$ cat config.mk
export PLATFORM = sky130hd
export DESIGN_NAME = int_div_seq
export DESIGN_NICKNAME = d
export VERILOG_FILES = /design/src/rtl/int_div_seq.sv
export SDC_FILE = /design/constraint.sdc
export NUM_CORES = 1
export LEC_CHECK = 0
export CORE_AREA = 2 2 109 111
export CTS_BUF_LIST = sky130_fd_sc_hd__clkbuf_16
export DETAILED_ROUTE_END_ITERATION = 8
export DIE_AREA = 0 0 111 113
export PLACE_DENSITY = 0.82
export SYNTH_ARGS = -nofsm -noshare
export SYNTH_HDL_FRONTEND = slang
export SYNTH_SLANG_ARGS = --single-unit
$ cat constraint.sdc
create_clock -name clk -period 2.95 [get_ports clk]
set_input_delay 0.59 -clock clk [delete_from_list [all_inputs] [get_ports clk]]
set_output_delay 0.59 -clock clk [all_outputs]
set_load 0.01 [all_outputs]
$ cat src/rtl/int_div_seq.sv
// int_div_seq: parametrised multi-cycle radix-2 restoring integer divider
// with signed/unsigned mode, valid/ready handshakes and saturated flag results.
module int_div_seq #(
  parameter int WIDTH = 16
) (
  input  logic             clk,
  input  logic             rst,
  input  logic             in_valid,
  output logic             in_ready,
  input  logic             in_signed,
  input  logic [WIDTH-1:0] a,
  input  logic [WIDTH-1:0] b,
  output logic             out_valid,
  input  logic             out_ready,
  output logic [WIDTH-1:0] quot,
  output logic [WIDTH-1:0] rem,
  output logic             div_zero,
  output logic             ovf
);
  localparam int CW = $clog2(WIDTH);
  localparam logic [WIDTH-1:0] MIN = {1'b1, {(WIDTH-1){1'b0}}};
  localparam logic [WIDTH-1:0] MAX = ~MIN;
  typedef enum logic [1:0] {IDLE, CALC, FIX, DONE} state_t;
  state_t state, state_n;
  logic sgn, a_neg, b_neg, dz_int, ov_int;
  logic an_in, bn_in, accept, last, ge;
  logic [WIDTH-1:0] dq, b_mag, prem, q_fix, r_fix;
  logic [CW-1:0] cnt;
  logic [WIDTH:0] rem_sh;
  logic [WIDTH+1:0] diff;
  assign in_ready = (state == IDLE) && rst;
  assign out_valid = (state == DONE);
  assign accept = in_valid && in_ready;
  assign an_in = in_signed & a[WIDTH-1];
  assign bn_in = in_signed & b[WIDTH-1];
  assign last = (cnt == CW'(WIDTH-1));
  always_comb begin
    state_n = (state == IDLE && accept) ? CALC :
              (state == CALC && last) ? FIX :
              (state == FIX) ? DONE :
              (state == DONE && out_ready) ? IDLE : state;
  end
  always_ff @(posedge clk) begin
    if (!rst) state <= IDLE;
    else state <= state_n;
  end
  // dq starts as the dividend magnitude and fills with quotient bits from the right
  always_comb begin
    rem_sh = {prem, dq[WIDTH-1]};
    diff = {1'b0, rem_sh} - {2'b0, b_mag};
    ge = !diff[WIDTH+1];
    q_fix = dz_int ? (sgn ? (a_neg ? MIN : MAX) : '1) :
            ov_int ? MAX : ((a_neg ^ b_neg) ? -dq : dq);
    // with b == 0 every trial succeeds, so prem ends up equal to |a|
    r_fix = ov_int ? '0 : (a_neg ? -prem : prem);
  end
  always_ff @(posedge clk) begin
    if (!rst) begin
      quot <= '0;
      rem <= '0;
      div_zero <= 1'b0;
      ovf <= 1'b0;
    end else begin
      if (state == IDLE && accept) begin
        sgn <= in_signed;
        a_neg <= an_in;
        b_neg <= bn_in;
        dq <= an_in ? -a : a;
        b_mag <= bn_in ? -b : b;
        dz_int <= (b == '0);
        ov_int <= in_signed && (a == MIN) && (b == '1);
        prem <= '0;
        cnt <= '0;
      end
      if (state == CALC) begin
        prem <= ge ? diff[WIDTH-1:0] : rem_sh[WIDTH-1:0];
        dq <= {dq[WIDTH-2:0], ge};
        cnt <= cnt + 1'b1;
      end
      if (state == FIX) begin
        quot <= q_fix;
        rem <= r_fix;
        div_zero <= dz_int;
        ovf <= ov_int;
      end
    end
  end
endmodule

==> impl_metrics.ini, run 1 <==
[yosys]
synthMuxAreaShare_pct = 1.77
ys_top_cells_by_area = edfxtp_1 (30%), dfxtp_1 (13%), xor2_1 (5.4%)
synth_cell_types = 55
synth_adder_area_share_pct = 5.23
syn-num-nets = 669
synth_top_family_by_area = compound AO/OA/AOI/OAI gates
synthFlopType = edfxtp_1
synth_top_cell_area_share_pct = 30.3
synth_compound_gate_area_share_pct = 18.3
yosys.area_share.simple_pct = 17.1
synth_edf_count = 57
ys_ff_latch = 93
synthArstFlopShare_pct = 0
yosysTopAreaCell = edfxtp_1
synth-seq-area-share_pct = 43.1
synth-xor-area-share_pct = 10.4
synth.avg_cell_area_sq_um = 9.27
yosysWarnings = 0
syn_inst = 609
synth_area_sq_mm = 0.00564

[finish]
syn_to_final_growth_pct = 22.3
drive_gt1_share_pct = 5.97
diodes = 0
nets = 742
utilization_pct = 61.2

[floorplan]
die_width_um = 111
rows = 39
dieArea_sq_mm = 0.0125
fp.coreArea_sq_mm = 0.0113
ios = 73
dieHeight_um = 113
start_util_pct = 50.1

[global_route]
grt.total_usage_pct = 21.5
grt_pass1_vias = 4441
grt_max_degree = 37
grt_pass1_wl_mm = 22.3
overflow = 0
antenna_found_initial = 0

[routing]
antenna_left = 0
viasPerCell = 5.83
drc_errors = 0
top_layer = met4
drt-met1-wl_mm = 5.85
dr_wl_met3_um = 935
dr.pass1.iters = 5
met2_length_mm = 6.28
wire_per_inst_um = 16.0
num_vias = 4841
drtIter0Drc = 495
drt-total-wl_mm = 13.3

[power_and_ir_drop]
vdd_drop_max_v = 0.000319
power_density_mw_per_mm2 = 487
p_leak_uw = 0.00256

[outcome]
status = complete, no violations

[clock_tree]
cts_tree = yes
cts_setup_buffers = 0
postCtsResizedCells = 0
cts_sinks = 93
h-tree-depth = 3
cts.clk_slew.worst_paths_ns = 0.07
cts_made_buffers = 9
cts_hold_buf = 0
cts_root_buf = clkbuf_16
insertion_delay_ns = 0.34
clockBufferDepth = 2

[timing]
fmax_mhz = 354
min_period_ns = 2.82
finalHoldViolations = 0
max-slew-margin-rel_pct = 42.2
rsz0062_at_grt = no
tightest_slew_ns = 0.867
postLayoutSetupSlackWorst_ns = 0.128
setup_viol = 0
finClkSkew_ns = 0.00642
final.period_utilization_pct = 95.7
timing.hold.ws_ns = 0.468
slew_violations = 0
fin_setup_tns_ns = 0

[setup_path]
path_cells = clkdlybuf4s50_1 > or4_4 > or3_4 > or4_4 > o31ai_4 > xor2_1 > o21ai_1
slowest_stage = or4_4
arrival_ns = 2.91
worst-path-max-fanout = 3
end_kind = flop
critical_path.top_delay_family = simple AND/OR/NAND/NOR gates
critical_path_buf_inv_count = 1
crit_top_cell = or4_4
crit_type = primary input to flop
critPathLaunchType = primary input
max_stage_delay_ns = 0.57
required_ns = 3.04

[min_path]
hp-class = flop to flop

[place]
dpl.hpwl_mm = 10.1
io_buffers = 72
place.gp.congestion = 0.952
dp_worst_setup_slack_ns = -0.197

[job]
drv_cap = 0
final cells by class:
type	count	area, sq um
multi-input cells	455	3000
flip-flops and latches	93	2430
inverters	34	128
fillers	905	4370
clock inverters	7	82.6
well taps	143	179
repair buffers	89	861
clock buffers	9	225
power breakdown:
part	total [uW]	switching, uW	internal (uW)	leakage, uW
sequential	1540	71.8	1460	0.000837
clock	1190	518	670	0.000145
combinational	642	354	288	0.00158
worst paths after layout:
check / startpoint / to / slack [ns] / cells after the start
worst max-delay path: a[6] / dq[13]$_DFFE_PP_ / 0.13 / 7
worst min-delay path: div_zero$_SDFFE_PN0P_ / div_zero$_SDFFE_PN0P_ / 0.47 / 2
worst max register to register: prem[0]$_SDFFCE_PN0P_ / prem[12]$_SDFFCE_PN0P_ / 0.19 / 9
worst min register to register: div_zero$_SDFFE_PN0P_ / div_zero$_SDFFE_PN0P_ / 0.47 / 2
metrics by stage:
step           instance area (sq um)  cells  power [uW]
6_report                        6900    830        3370
5_1_grt                         6900    830        3500
4_1_cts                         6900    830        3360
3_5_place_dp                    6590    814        2190
3_3_place_gp                    6590    814        2150
2_1_floorplan                   5640    609        1970
tightest hold or removal path: stages (launching register included):
cell and delay (ns):
dfxtp_1 0.31, nand2_1 0.05, a21boi_0 0.06
cells by family after synthesis:
kind of cell    after synthesis
fa+ha+maj                    23
xor+xnor                     67
flops                        93
mux                          10
simple gates                198
buf+inv                      61
compound gates              157
per-layer routing:
metal | track usage, % | vias up
met5 | 0 | -
met1 | 29.8 | 2254
met4 | 5.92 | 0
li1 | - | 2344
met2 | 34.6 | 217
met3 | 4.45 | 26
sequential cells by signal, summed over array words and instances (netlist names):
signal and count:
prem 16, state 2, dq 16, div_zero 1, dz_int 1, cnt 4
sgn 1, a_neg 1, b_mag 16, ovf 1, rem 16, ov_int 1
b_neg 1, quot 16
placed cells by master, fill, tap and decap left out, types with 14 or more instances in the layout:
| cell | n |
|---|---|
| xnor2_1 | 32 |
| buf_4 | 16 |
| dfxtp_1 | 36 |
| nor2b_1 | 22 |
| nor2_1 | 44 |
| edfxtp_1 | 57 |
| o21ai_0 | 42 |
| inv_1 | 33 |
| xor2_1 | 35 |
| ha_1 | 22 |
| clkdlybuf4s50_1 | 72 |
| a211oi_1 | 14 |
| nor3_1 | 14 |
| nand2_1 | 65 |
| a21oi_1 | 33 |
cells in the mapped netlist, types with 3 or more instances:
cell type	n
a31oi_1	4
nor2b_1	22
and2_1	8
nor2_1	45
a21oi_1	33
nand2b_1	10
o22ai_1	3
a211oi_1	14
nor3b_1	3
and3_1	4
ha_1	22
inv_1	33
dfxtp_1	36
a21boi_0	6
a22oi_1	8
mux2i_1	10
nor3_1	14
xor2_1	35
nand2_1	65
xnor2_1	32
edfxtp_1	57
nor4_1	5
nand4_1	3
nand3_1	5
o21ai_0	42
or3_1	7
clkbuf_1	24
a21o_1	5
a311oi_1	4
o31ai_1	12
a32o_1	5
o41ai_1	5
(Power assumes the default switching activity.)
==> run 2, diff against run 1 <==
--- a/config.mk
+++ b/config.mk
@@ -5,11 +5,13 @@
 export SDC_FILE = /design/constraint.sdc
 export NUM_CORES = 1
 export LEC_CHECK = 0
+export CAP_MARGIN = 20
 export CORE_AREA = 2 2 109 111
 export CTS_BUF_LIST = sky130_fd_sc_hd__clkbuf_16
 export DETAILED_ROUTE_END_ITERATION = 8
 export DIE_AREA = 0 0 111 113
 export PLACE_DENSITY = 0.82
+export RECOVER_POWER = 100
 export SYNTH_ARGS = -nofsm -noshare
 export SYNTH_HDL_FRONTEND = slang
 export SYNTH_SLANG_ARGS = --single-unit
==> impl_metrics.ini, run 2 (synthesis gave the netlist of run 1 again) <==
[power_and_ir_drop]
p_leak_uw = 0.00266
p_int_uw = 2420
netSwitchingFraction_pct = 28.0
finalPower_uw = 3360
power_density_mw_per_mm2 = 489
clock_power_share_pct = 35.3
switching_power_uw = 942
vdd_drop_max_v = 0.000316
p_comb_share_pct = 19.0
seqPwrFrac_pct = 45.8

[finish]
utilization_pct = 61.0
mostFrequentLayoutCells = nand2_1 (65), edfxtp_1 (57), nor2_1 (44)
nets = 742
multi_input_area_sq_mm = 0.00299
syn_to_final_growth_pct = 21.8
mostFrequentLayoutCell = nand2_1
drive_gt1_share_pct = 4.95
diodes = 0
fin_cells = 830
n_fill_cell = 910
seq_area_sq_mm = 0.00243

[routing]
num_vias = 4834
viasPerCell = 5.82
drc_errors = 0
dr.pass1.iters = 5
wire_per_inst_um = 16.0
antenna_left = 0
drtIter0Drc = 449
drt-total-wl_mm = 13.3

[clock_tree]
cts_root_buf = clkbuf_16
cts_made_buffers = 9
cts_sinks = 93
h-tree-depth = 3
cts_hold_buf = 0
clockBufferDepth = 2
insertion_delay_ns = 0.35
cts.clk_slew.worst_paths_ns = 0.07
cts_tree = yes

[place]
place_inst = 814
place.gp.congestion = 0.952
dp_worst_setup_slack_ns = -0.197
io_buffers = 72
dpl.hpwl_mm = 10.1

[floorplan]
fp.coreArea_sq_mm = 0.0113
ios = 73
start_util_pct = 50.1
dieArea_sq_mm = 0.0125
dieHeight_um = 113
die_width_um = 111
rows = 39

[setup_path]
cp.depth = 7
end_kind = flop
arrival_ns = 2.96
worst-path-max-fanout = 3
critical_path_buf_inv_count = 1
crit_type = primary input to flop
r2r_cells = 9
required_ns = 3.04
critical_path.top_delay_family = simple AND/OR/NAND/NOR gates
slowest_stage = or4_4
max_stage_delay_ns = 0.57
critPathLaunchType = primary input
path_cells = clkdlybuf4s50_1 > or4_4 > or3_1 > or4_1 > o31ai_4 > xor2_1 > o21ai_1

[timing]
postLayoutSetupSlackWorst_ns = 0.0783
timing.hold.ws_ns = 0.470
max-slew-margin-rel_pct = 23.8
final.period_utilization_pct = 97.3
min_period_ns = 2.87
rsz0062_at_grt = no
setup_viol = 0
fmax_mhz = 348
finalHoldViolations = 0
slew_violations = 0
tightest_slew_ns = 1.14
finClkSkew_ns = 0.00622

[global_route]
overflow = 0
grt_pass1_vias = 4441
grt_pass1_wl_mm = 22.3
antenna_found_initial = 0
grt.total_usage_pct = 21.5
grt_max_degree = 37

[min_path]
whs_path_depth = 2
hp-class = flop to flop

[outcome]
status = complete, no violations

[job]
drv_cap = 0
==> run 2: layer usage <==
metal | global-route usage, % | wire [um] | vias up
li1 | - | - | 2338
met1 | 29.8 | 5830 | 2263
met2 | 34.6 | 6300 | 207
met3 | 4.45 | 942 | 26
met4 | 5.92 | 210 | 0
met5 | 0 | 0 | -
==> run 2: power by group through the flow <==
stage / combinational (uW) / sequential (uW) / clock (uW)
2_1_floorplan: 431 / 1540 / 0
3_3_place_gp: 596 / 1560 / 0
3_5_place_dp: 626 / 1560 / 0
4_1_cts: 633 / 1530 / 1190
5_1_grt: 705 / 1540 / 1250
6_report: 637 / 1540 / 1190
==> run 2: final cells by class <==
cell class	instances	area share [%]
clock buffer	9	3.28
clock inverter	7	1.20
inverter	34	1.86
multi-input combinational	455	43.5
sequential	93	35.4
tap	143	2.60
timing repair buffer	89	12.2
==> run 2: final timing paths <==
check	start	to	slack, ns
min	div_zero$_SDFFE_PN0P_	div_zero$_SDFFE_PN0P_	0.47
max reg2reg	prem[0]$_SDFFCE_PN0P_	prem[12]$_SDFFCE_PN0P_	0.20
max	a[6]	dq[13]$_DFFE_PP_	0.08
min reg2reg	div_zero$_SDFFE_PN0P_	div_zero$_SDFFE_PN0P_	0.47
==> run 2: repair_timing <==
action | CTS | global route
endpoints found under the setup margin | 0 | 2
resized for setup | 0 | 2
buffers inserted | 0 | 0
==> run 2: tightest hold or removal path, stage by stage, from the launching register on <==
cell and delay, ns:
dfxtp_1 0.31, nand2_1 0.05, a21boi_0 0.06
==> run 2: metrics by stage <==
| step | setup TNS [ns] | instance area (sq um) |
|---|---|---|
| after CTS | 0 | 6900 |
| after global routing | 0 | 6870 |
| after detailed placement | -0.571 | 6590 |
| final | 0 | 6870 |
| after global placement | -0.270 | 6590 |
| after floorplan | 0 | 5640 |
==> run 3, diff against run 2 <==
--- a/config.mk
+++ b/config.mk
@@ -10,7 +10,7 @@
 export CTS_BUF_LIST = sky130_fd_sc_hd__clkbuf_16
 export DETAILED_ROUTE_END_ITERATION = 8
 export DIE_AREA = 0 0 111 113
-export PLACE_DENSITY = 0.82
+export PLACE_DENSITY = 0.85
 export RECOVER_POWER = 100
 export SYNTH_ARGS = -nofsm -noshare
 export SYNTH_HDL_FRONTEND = slang
==> impl_metrics.ini, run 3 (synthesis gave the netlist of run 1 again) <==
[global_route]
grt_pass1_wl_mm = 22.2
grt_max_degree = 37
grt.total_usage_pct = 21.6
grt_pass1_vias = 4535
antenna_found_initial = 0
overflow = 0

[power_and_ir_drop]
seqPwrFrac_pct = 46.0
p_leak_uw = 0.00266
p_comb_share_pct = 19.3
finalPower_uw = 3340
clock_power_share_pct = 34.7
switching_power_uw = 934
vdd_drop_max_v = 0.000291
p_int_uw = 2410
power_density_mw_per_mm2 = 486
netSwitchingFraction_pct = 28.0

[place]
dpl.hpwl_mm = 10.0
place_inst = 814
place.gp.congestion = 0.964
io_buffers = 72

[clock_tree]
cts_made_buffers = 9
cts_sinks = 93
cts_setup_buffers = 0
insertion_delay_ns = 0.35
cts_tree = yes
cts.clk_slew.worst_paths_ns = 0.07
clockBufferDepth = 2
h-tree-depth = 3
cts_root_buf = clkbuf_16

[outcome]
status = complete, no violations

[setup_path]
reg2reg_to = prem[3]$_SDFFCE_PN0P_
r2r_start = prem[0]$_SDFFCE_PN0P_
r2r_cells = 9
required_ns = 3.01
reg2reg_slack_ns = 0.08
arrival_ns = 2.93
crit_type = flop to flop
worst-path-max-fanout = 19
setup.worst_path.start = prem[0]$_SDFFCE_PN0P_
crit_end = prem[3]$_SDFFCE_PN0P_
end_kind = flop
critPathLaunchType = flop

[min_path]
hp-class = flop to flop

[timing]
setup_viol = 0
rsz0062_at_grt = yes
min_period_ns = 2.87
final.period_utilization_pct = 97.2
slew_violations = 0
finClkSkew_ns = 0.0156
max-slew-margin-rel_pct = 24.4
tightest_slew_ns = 1.13
finalHoldViolations = 0
fmax_mhz = 349

[finish]
diodes = 0
seq_area_sq_mm = 0.00243
n_fill_cell = 898
nets = 742
multi_input_area_sq_mm = 0.00300
mostFrequentLayoutCell = nand2_1
mostFrequentLayoutCells = nand2_1 (65), edfxtp_1 (57), nor2_1 (44)
drive_gt1_share_pct = 5.39
syn_to_final_growth_pct = 21.8
utilization_pct = 61.0
fin_cells = 830

[floorplan]
die_width_um = 111
ios = 73
rows = 39
dieArea_sq_mm = 0.0125
start_util_pct = 50.1
fp.coreArea_sq_mm = 0.0113
dieHeight_um = 113

[routing]
drc_errors = 0
viasPerCell = 5.83
num_vias = 4838
drt-total-wl_mm = 13.5
wire_per_inst_um = 16.3
drtIter0Drc = 509
antenna_left = 0
dr.pass1.iters = 6

[job]
drv_cap = 0
[run 3: cell count changes in the layout (fill, tap and decap cells not counted), sizes merged]
cell	change
inv	-2
clkinv	+2
clkdlybuf4s50	+1
dlygate4sd3	-1
[run 3: repair_timing]
item / CTS / global route
gates resized for setup: 0 / 5
hold buffers: 0 / 0
setup endpoints to repair: 0 / 17
[run 3: per-layer routing]
metal  vias to the layer above  wire (um)  global-route usage, %
met4                         0        301                   7.58
li1                       2341          -                      -
met3                        29        953                   3.75
met2                       217       6420                   36.6
met1                      2251       5850                   28.2
met5                         -          0                      0
[run 3: how the worst min path moves through the flow]
stage                           from               endpoint  slack (ns)  depth (start not counted)
2_1_floorplan  div_zero$_SDFFE_PN0P_  div_zero$_SDFFE_PN0P_        0.49                          2
3_3_place_gp        ovf$_SDFFE_PN0P_       ovf$_SDFFE_PN0P_        0.46                          2
3_5_place_dp   div_zero$_SDFFE_PN0P_  div_zero$_SDFFE_PN0P_        0.48                          2
4_1_cts        div_zero$_SDFFE_PN0P_  div_zero$_SDFFE_PN0P_        0.49                          2
5_1_grt         quot[8]$_SDFFE_PN0P_   quot[8]$_SDFFE_PN0P_        0.50                          1
6_report       div_zero$_SDFFE_PN0P_  div_zero$_SDFFE_PN0P_        0.49                          2
[run 3: stage by stage]
step	setup WS (ns)	TNS, ns	hold slack (ns)	instance area (sq um)
5_1_grt	-0.0163	-0.0163	0.501	6880
2_1_floorplan	0.0665	0	0.488	5640
3_3_place_gp	-0.146	-0.217	0.457	6590
3_5_place_dp	-0.154	-0.326	0.481	6590
6_report	0.0833	0	0.490	6880
4_1_cts	0.0169	0	0.490	6890
[run 3: layout make-up]
cell class	instances	area share, %
clock inverters	7	1.07
inverters	34	1.86
flip-flops and latches	93	35.4
repair buffers	89	12.2
clock buffers	9	3.28
well taps	143	2.60
multi-input cells	455	43.6
[run 3: power groups by stage]
stage / Combinational (uW) / Clock, uW / Sequential, uW
floorplan: 431 / 0 / 1540
global placement: 591 / 0 / 1560
detailed placement: 621 / 0 / 1560
CTS: 633 / 1160 / 1530
global route: 709 / 1220 / 1540
finish: 645 / 1160 / 1540
[run 3: worst max-delay path, stage by stage (launching register included)]
cell	delay (ns)
edfxtp_1	0.51
ha_1	0.34
nor2b_1	0.20
o2111ai_1	0.20
a21oi_2	0.35
a31oi_1	0.17
o311ai_2	0.31
buf_12	0.21
mux2i_1	0.22
nor2_1	0.07
